$ cat config.mk
export PLATFORM = sky130hd
export DESIGN_NAME = seg7_scan_controller
export DESIGN_NICKNAME = d
export VERILOG_FILES = /design/src/rtl/seg7_pkg.sv /design/src/rtl/seg7_refresh_timer.sv /design/src/rtl/seg7_scan_controller.sv
export SDC_FILE = /design/constraint.sdc
export NUM_CORES = 1
export LEC_CHECK = 0
export ABC_AREA = 0
export BUFFER_PORTS_ARGS = -buffer_cell sky130_fd_sc_hd__buf_2
export CAP_MARGIN = 20
export CORE_MARGIN = 5
export CORE_UTILIZATION = 57
export DETAILED_ROUTE_END_ITERATION = 16
export GPL_TIMING_DRIVEN = 0
export PLACE_DENSITY = 0.81
export SETUP_SLACK_MARGIN = 0.02
export SYNTH_ARGS = -nofsm -noshare
export SYNTH_HDL_FRONTEND = slang
export SYNTH_SLANG_ARGS = --single-unit
export TNS_END_PERCENT = 100
$ cat constraint.sdc
create_clock -name clk -period 4.15 [get_ports clk]
set_input_delay 0.415 -clock clk [delete_from_list [all_inputs] [get_ports clk]]
set_output_delay 0.415 -clock clk [all_outputs]
set_load 0.1 [all_outputs]
$ cat src/rtl/seg7_pkg.sv
// Shared types and helpers for the seven-segment scan controller.
package seg7_pkg;

    typedef enum logic [1:0] {
        IDLE  = 2'd0,
        SHOW  = 2'd1,
        BLANK = 2'd2
    } scan_state_t;

    localparam int SEG_NIBBLE_W = 4;
    localparam int MAX_DIGITS   = 8;

    function automatic logic [MAX_DIGITS-1:0] digit_onehot(input logic [2:0] index);
        return MAX_DIGITS'(1) << index;
    endfunction

endpackage

$ cat src/rtl/seg7_refresh_timer.sv
// Reloadable down-counter; tc is high while the count sits at zero.
module seg7_refresh_timer #(
    parameter int W = 16
) (
    input  logic         clk,
    input  logic         rst_n,
    input  logic         load,
    input  logic [W-1:0] load_value,
    output logic         tc
);

    logic [W-1:0] count;

    always_ff @(posedge clk or negedge rst_n) begin
        if (!rst_n) begin
            count <= '0;
        end else if (load) begin
            count <= load_value;
        end else if (count != '0) begin
            count <= count - 1'b1;
        end
    end

    assign tc = (count == '0);

endmodule

$ cat src/rtl/seg7_scan_controller.sv
// Multiplexed seven-segment scan: one digit lit at a time with a blanking gap,
// new display values committed only at frame boundaries or while idle.
//
//   state | meaning
//   IDLE  | scanning off, all digits dark, pending value committed immediately
//   SHOW  | digit[idx] lit for REFRESH_DIV cycles
//   BLANK | all digits dark for BLANK_CYCLES, then advance (wrap ends the frame)
module seg7_scan_controller
    import seg7_pkg::*;
#(
    parameter int NUM_DIGITS   = 4,
    parameter int REFRESH_DIV  = 50000,
    parameter int BLANK_CYCLES = 16
) (
    input  logic                             clk,
    input  logic                             rst_n,
    input  logic                             enable,
    input  logic                             load_valid,
    output logic                             load_ready,
    input  logic [SEG_NIBBLE_W*NUM_DIGITS-1:0] load_data,
    input  logic [NUM_DIGITS-1:0]            load_dots,
    output logic [SEG_NIBBLE_W-1:0]          nibble,
    output logic                             dot,
    output logic [NUM_DIGITS-1:0]            digit_en,
    output logic                             frame_done
);

    localparam int DATA_W  = SEG_NIBBLE_W * NUM_DIGITS;
    localparam int IDX_W   = $clog2(NUM_DIGITS);
    localparam int CNT_MAX = (REFRESH_DIV > BLANK_CYCLES) ? REFRESH_DIV : BLANK_CYCLES;
    localparam int CNT_W   = $clog2(CNT_MAX);

    localparam logic [CNT_W-1:0] SHOW_RELOAD  = CNT_W'(REFRESH_DIV - 1);
    localparam logic [CNT_W-1:0] BLANK_RELOAD = CNT_W'(BLANK_CYCLES - 1);
    localparam logic [IDX_W-1:0] LAST_IDX     = IDX_W'(NUM_DIGITS - 1);

    scan_state_t             state, state_nx;
    logic [IDX_W-1:0]        idx, idx_nx;
    logic [DATA_W-1:0]       active_data, active_data_nx, pending_data;
    logic [NUM_DIGITS-1:0]   active_dots, active_dots_nx, pending_dots;
    logic                    pending_valid;
    logic [NUM_DIGITS-1:0]   digit_en_nx;
    logic [SEG_NIBBLE_W-1:0] nibble_nx;
    logic                    dot_nx, frame_done_nx;
    logic                    accept, commit, light;
    logic                    timer_load, timer_tc;
    logic [CNT_W-1:0]        timer_value;

    assign load_ready = !pending_valid;
    assign accept     = load_valid && load_ready;

    seg7_refresh_timer #(.W(CNT_W)) u_timer (
        .clk        (clk),
        .rst_n      (rst_n),
        .load       (timer_load),
        .load_value (timer_value),
        .tc         (timer_tc)
    );

    always_comb begin
        state_nx      = state;
        idx_nx        = idx;
        timer_load    = 1'b0;
        timer_value   = SHOW_RELOAD;
        light         = 1'b0;
        commit        = 1'b0;
        digit_en_nx   = digit_en;
        frame_done_nx = 1'b0;

        case (state)
            IDLE: begin
                idx_nx      = '0;
                digit_en_nx = '0;
                commit      = pending_valid;
                if (enable) begin
                    state_nx   = SHOW;
                    timer_load = 1'b1;
                    light      = 1'b1;
                end
            end
            SHOW: begin
                if (!enable) begin
                    state_nx    = IDLE;
                    idx_nx      = '0;
                    digit_en_nx = '0;
                end else if (timer_tc) begin
                    state_nx    = BLANK;
                    timer_load  = 1'b1;
                    timer_value = BLANK_RELOAD;
                    digit_en_nx = '0;
                end
            end
            BLANK: begin
                if (!enable) begin
                    state_nx    = IDLE;
                    idx_nx      = '0;
                    digit_en_nx = '0;
                end else if (timer_tc) begin
                    state_nx   = SHOW;
                    timer_load = 1'b1;
                    light      = 1'b1;
                    if (idx == LAST_IDX) begin
                        idx_nx        = '0;
                        frame_done_nx = 1'b1;
                        commit        = pending_valid;
                    end else begin
                        idx_nx = idx + 1'b1;
                    end
                end
            end
            default: begin
                state_nx    = IDLE;
                idx_nx      = '0;
                digit_en_nx = '0;
            end
        endcase

        // The first digit of a frame must come from the freshly committed value.
        active_data_nx = commit ? pending_data : active_data;
        active_dots_nx = commit ? pending_dots : active_dots;

        nibble_nx = nibble;
        dot_nx    = dot;
        if (light) begin
            digit_en_nx = NUM_DIGITS'(digit_onehot(3'(idx_nx)));
            nibble_nx   = active_data_nx[{idx_nx, 2'b00} +: SEG_NIBBLE_W];
            dot_nx      = active_dots_nx[idx_nx];
        end
    end

    always_ff @(posedge clk or negedge rst_n) begin
        if (!rst_n) begin
            state <= IDLE;
        end else begin
            state <= state_nx;
        end
    end

    always_ff @(posedge clk or negedge rst_n) begin
        if (!rst_n) begin
            idx           <= '0;
            active_data   <= '0;
            active_dots   <= '0;
            pending_data  <= '0;
            pending_dots  <= '0;
            pending_valid <= 1'b0;
            digit_en      <= '0;
            nibble        <= '0;
            dot           <= 1'b0;
            frame_done    <= 1'b0;
        end else begin
            idx         <= idx_nx;
            active_data <= active_data_nx;
            active_dots <= active_dots_nx;
            if (accept) begin
                pending_data <= load_data;
                pending_dots <= load_dots;
            end
            // Accept and commit never coincide: accept needs pending empty, commit needs it full.
            if (accept) begin
                pending_valid <= 1'b1;
            end else if (commit) begin
                pending_valid <= 1'b0;
            end
            digit_en   <= digit_en_nx;
            nibble     <= nibble_nx;
            dot        <= dot_nx;
            frame_done <= frame_done_nx;
        end
    end

endmodule

# --- Yosys cells after proc, flatten, opt, wreduce, memory -nomap -nowiden ---
# Cells that the tools add are included.
totals:
  output_inout_bits: 11
  n_memories: 0
  latchBits: 0
  ramBits: 0
  in_bits: 24
  reg_bits: 71
  rom_bits: 0
  word_cells: 75
classes:
  div_mod_pow: 0
  multipliers: 0
  n_shift: 2
  n_bitwise: 0
  n_reduce_logical: 10
  n_lt_le_gt_ge: 1
  addsub: 2
  mux: 40
  eq_ne: 8
op_table:
  columns: ["operator", "n"]
  rows:
  - ["2-to-1 mux 16 bit", 6]
  - ["2-to-1 mux 4 bit", 5]
  - ["2-to-1 mux 2 bit", 9]
  - ["zero test 16 bit", 1]
  - ["nonzero test 16 bit", 1]
  - ["indexed part select 16 x 5 -> 4 bit", 1]
  - ["subtractor 16 x 1 -> 16 bit (second input constant)", 1]
  - ["2-to-1 mux 1 bit", 13]
  - ["inequality test 3 bit (second input constant)", 3]
  - ["one-hot mux 4 bit (2 select lines)", 1]
  - ["one-hot mux 1 bit (2 select lines)", 3]
  - ["one-hot mux 2 bit (3 select lines)", 1]
  - ["== test 2 bit (second input constant)", 2]
  - ["inequality test 4 bit (second input constant)", 1]
  - ["one-hot mux 2 bit (2 select lines)", 1]
  - ["nonzero test 2 bit", 2]
  - ["left shift 1 x 2 -> 4 bit (first input constant)", 1]
  - ["less-than comparator 2 x 3 -> 1 bit (second input constant)", 1]
  - ["AND reduction 3 bit", 1]
  - ["adder 2 x 1 -> 2 bit (second input constant)", 1]
  - ["binary-select mux 1 bit (select 2 bit)", 1]
  - ["== test 2 x 1 -> 1 bit (second input constant)", 1]
  - ["zero test 2 bit", 1]
  - ["inequality test 2 bit (second input constant)", 1]
  - ["other kinds (4)", 4]

# --- Longest topological paths before layout ---
depth:
  word_depth: 8
  ltp_mapped: 10
  mapped_depth_nobuf: 8

# --- Hierarchy ---
# Synthesis repeated with hierarchy kept, for this count alone.
unflattened:
  hier_cells: 303
  hier_area_um2: 3518.4
modules_own_cells:
  columns: ["mod", "cells_each", "area_per_inst_um2", "seq_area_each_um2", "instances"]
  rows:
  - ["seg7_scan_controller", 199, 2512.4, 1376.3, 1]
  - ["seg7_refresh_timer", 104, 1006.0, 400.4, 1]

# --- Worst setup path after synthesis ---
# Ideal clock, no wire load.
synth_timing:
  kind: "reg-to-reg"
  startpoint: "reg u_timer.count[6]"
  endpoint: "reg dot"
  arrival_time_ns: 2.809
  stages_incl_launch_ff: 9
  synth_period_minus_slack_ns: 2.935
  setup_ns: 0.126
  path_buffers: 2
  setup_slack_ns: 1.215
  path_cell_list: "dfrtp_1 > or4_4 > buf_6 > or4_1 > o22ai_1 > buf_2 > mux2_2 > mux2_1 > a221o_1"
synth_via:
  elab_chain_cells: 7
  word_cells_on_any_way: 13
  cone_classes: "mux (12); reduce/logical (1)"
synth_lines:
  columns: ["item", "line", "source"]
  rows:
  - ["from (decl)", "seg7_refresh_timer.sv:12", "logic [W-1:0] count;"]
  - ["from (signal assigned)", "seg7_refresh_timer.sv:18", "count <= load_value;"]
  - ["from (signal assigned)", "seg7_refresh_timer.sv:20", "count <= count - 1'b1;"]
  - ["zero test 16 bit", "seg7_refresh_timer.sv:24", "assign tc = (count == '0);"]
  - ["2-to-1 mux 1 bit", "seg7_scan_controller.sv:98", "end else if (timer_tc) begin"]
  - ["2-to-1 mux 1 bit", "seg7_scan_controller.sv:94", "if (!enable) begin"]
  - ["one-hot mux 1 bit (2 select lines)", "seg7_scan_controller.sv:70", "case (state)"]
  - ["2-to-1 mux 4 bit", "seg7_scan_controller.sv:120", "active_dots_nx = commit ? pending_dots : active_dots;"]
  - ["via active_dots_nx[2]", "seg7_scan_controller.sv:40", "logic [NUM_DIGITS-1:0] active_dots, active_dots_nx, pending_dots;"]
  - ["binary-select mux 1 bit (select 2 bit)", "seg7_scan_controller.sv:127", "dot_nx = active_dots_nx[idx_nx];"]
  - ["2-to-1 mux 1 bit (not written as such)", "seg7_scan_controller.sv:127", null]
  - ["to (signal assigned)", "seg7_scan_controller.sv:167", "dot <= dot_nx;"]
  - ["to (decl)", "seg7_scan_controller.sv:23", "output logic dot,"]
# The timed path passes the listed nets, and every way through them passes these cells. The select of a mux whose other input is x is not followed.
# A chain may end at the register's enable or synchronous reset.

# --- Worst setup path after layout ---
layout_timing:
  startpoint: "reg u_timer.count[6]"
  endpoint: "reg nibble[0]"
layout_via:
  elab_chain_cells: 6
  word_cells_on_any_way: 12
  cone_classes: "shift (1); mux (10); reduce/logical (1)"
layout_lines:
  columns: ["item", "line", "source"]
  rows:
  - ["zero test 16 bit", "seg7_refresh_timer.sv:24", null]
  - ["2-to-1 mux 1 bit", "seg7_scan_controller.sv:98", null]
  - ["2-to-1 mux 1 bit", "seg7_scan_controller.sv:94", null]
  - ["one-hot mux 1 bit (2 select lines)", "seg7_scan_controller.sv:70", null]
  - ["2-to-1 mux 16 bit", "seg7_scan_controller.sv:119", "active_data_nx = commit ? pending_data : active_data;"]
  - ["via active_data_nx[8]", "seg7_scan_controller.sv:39", "logic [DATA_W-1:0] active_data, active_data_nx, pending_data;"]
  - ["indexed part select 16 x 5 -> 4 bit", "seg7_scan_controller.sv:126", "nibble_nx = active_data_nx[{idx_nx, 2'b00} +: SEG_NIBBLE_W];"]
  - ["to (signal assigned)", "seg7_scan_controller.sv:166", "nibble <= nibble_nx;"]
  - ["to (decl)", "seg7_scan_controller.sv:22", "output logic [SEG_NIBBLE_W-1:0] nibble,"]
# The timed path passes the listed nets, and every way through them passes these cells.

==> flow_summary.ini <==
[timing]
fin_crit_ns = 3.230
fin_tns_setup_ns = 0
finalCritPeriodShare_pct = 77.82
holdWs_ns = 0.1883
max_freq_mhz = 309.6
max_slew.worst_pin.slew_ns = 0.8636
finalHoldViolCount = 0
fin_skew_ns = 0.01168
slew_headroom_pct = 42.43
rsz0062_at_grt = false
slew_violations = 0
setup_viol_count_final = 0

[drt]
drcViolationCount = 0
post_drt_via_cell_ratio = 5.648
drt-total-wl_mm = 6.429
wl_per_cell_um = 16.66
firstDrtPassIters = 5
final_antenna_net_count = 0
vias = 2180
drt-initial-drc-count = 66

[floorplan]
coreArea_sq_um = 5574
ios = 35
die_w_um = 86.17
fp.dieH_um = 86.17
start_util_pct = 59.33
die_area_sq_um = 7425
rows = 27

[global_route]
grt_max_degree = 72
grt_pass1_wl_mm = 11.10
grt.overflow.total = 0
grt_pass1_vias = 2330
grt_use_total_pct = 19.28
antenna_found_initial = 0

[worst_hold_path]
worst_hold_path_type = in -> async

[place]
post_dp_cell_area_sq_um = 3570
gp_congestion = 0.8118
port_buffers = 34
dpl.hpwl_mm = 4.463

[setup_path]
endpoint_kind = flop
crit_fanout = 10
worst_r2r_path_depth = 8
r2r-start = u_timer.count[6]
r2r-end = nibble[0]
cp-start-kind = flop
arrival_ns = 3.46
crit_required_ns = 4.38
r2r_slack_ns = 0.92
path_class = reg -> reg

[clock_network]
cts.repair.resized = 0
numCtsBuffers = 9
cts-root-buf = clkbuf_8
cts_buffer_depth = 2
path_clk_slew_ns = 0.08
clk-insertion-delay-late_ns = 0.35
cts_sinks = 71
cts_htree_levels = 3
post_cts_buffers = 0
hold_buffers = 0
cts_tree = yes

[pwr]
vdd_drop_max_mv = 0.4700
power.density_nw_per_um2 = 729.1
leakage_uw = 0.001668

[final_layout]
antenna_cells = 0
regArea_sq_um = 1777
final_util_pct = 67.97
postLayoutCellArea_sq_um = 3789
fill_cells = 408
nNetsFinal = 340
multi_input_area_sq_um = 1448
area_growth_pct = 14.57
drive_gt1_share_pct = 35.03

[yosys]
syn_avg_cell_area_sq_um = 12.53
synth_cell_types = 47
synth_cells = 264
syn_nets = 295
ys_seq_area_share_pct = 53.73
ys.flop_type = dfrtp_1
syn_area_sq_um = 3307
synthArstFlopShare_pct = 100.0
ys_warn_count = 0
synth_area_leaders = dfrtp_1, mux2_2, mux2_1
synth_seq_cells = 71
netlist.area_leader.share_pct = 53.73
synth-edff-count = 0
yosysTopAreaCell = dfrtp_1

[run_status]
status = complete, no violations

[job]
max_cap_violations = 0
## registers in the layout, summed over array words and instances (netlist names), 2 cells and up
signal and count:
digit_en 4, nibble 4, active_data 16, u_timer.count 16
pending_data 16, active_dots 4, state 2, idx 2
pending_dots 4
## logic make-up (layout without fill, tap and decap cells)
group	count (synthesis)	in the layout	share of synthesized area, %
AND/OR/NAND/NOR	74	74	12.83
flip-flops	71	71	53.73
multiplexers	46	46	15.66
AO/OA/AOI/OAI	37	37	9.459
buffers and inverters	17	67	2.497
XOR/XNOR	12	12	3.178
adder cells (fa/ha/maj)	7	7	2.648
## cells in the final DEF (no fill, tap or decap), types with 4 or more instances in the layout
master,n
o21ai_0,6
mux2_2,38
dfrtp_1,71
xnor2_1,7
buf_2,36
ha_1,7
nor3_1,5
mux2_1,8
nand2_1,20
xor2_1,5
nor2_1,15
a22o_1,7
and2_1,6
inv_1,7
nand3_1,4
a221o_1,5
clkbuf_8,9
## power breakdown
group / total, uW / switching [uW] / internal (uW)
clock network: 615 / 274 / 340
registers: 1090 / 127 / 961
logic: 1060 / 631 / 428
total: 2760 / 1030 / 1730
## routing by layer
layer / vias to the layer above / GRT usage, % / part of all wire [%] / routed length [um]
met4: 0 / 9.348 / 1.5 / 99
met1: 1092 / 24.69 / 45 / 2876
met3: 10 / 3.612 / 3.9 / 251
li1: 1045 / - / - / -
met5: - / 0 / 0 / 0
met2: 33 / 31.60 / 50 / 3202
## cell usage after synthesis, types with 2 or more instances
cell type,n
dfrtp_1,71
inv_1,7
nor3_1,5
a21oi_1,3
o41ai_1,2
xnor2_1,7
o31ai_1,2
clkbuf_1,3
nor2_1,15
buf_1,2
mux2_2,38
and3_1,2
mux2_1,8
or4b_2,2
or4_1,3
or3_1,2
o21ai_0,6
a22o_1,7
and2_1,6
nand4_1,2
or4_4,3
nand3_1,4
buf_6,2
a31o_2,3
nand2_1,20
or3b_2,2
a221o_1,5
ha_1,7
buf_2,3
xor2_1,5
## stage by stage
step           cells  total power (uW)  setup WS [ns]
2_1_floorplan    264              1923          1.215
3_3_place_gp     370              2115         0.9677
3_5_place_dp     370              2166         0.9482
4_1_cts          386              2788         0.9337
5_1_grt          386              2949         0.7994
6_report         386              2762         0.9204
## worst max path at each step
stage	start	end	slack, ns
floorplan	u_timer.count[6]	dot	1.22
global placement	u_timer.count[6]	nibble[0]	0.97
detailed placement	u_timer.count[6]	nibble[0]	0.95
CTS	u_timer.count[6]	nibble[0]	0.93
global route	u_timer.count[6]	nibble[1]	0.80
finish	u_timer.count[6]	nibble[0]	0.92
## area by class of cell
class / instances / share of cell area, %
plain buffers: 10 / 1.486
clock buffers: 9 / 3.269
clock inverters: 7 / 2.510
inverters: 7 / 0.6935
multi-input cells: 176 / 38.21
flip-flops and latches: 71 / 46.90
well taps: 72 / 2.378
repair buffers: 34 / 4.557
## critical path: stages (launching register included)
cell and delay, ns:
dfrtp_1 0.42, or4_4 0.54, buf_6 0.15, or4_1 0.51, o22ai_1 0.19, buf_2 0.30
mux2_2 0.39, mux2_1 0.32, a221o_1 0.29
No activity file was read; power rests on OpenSTA's default activity.
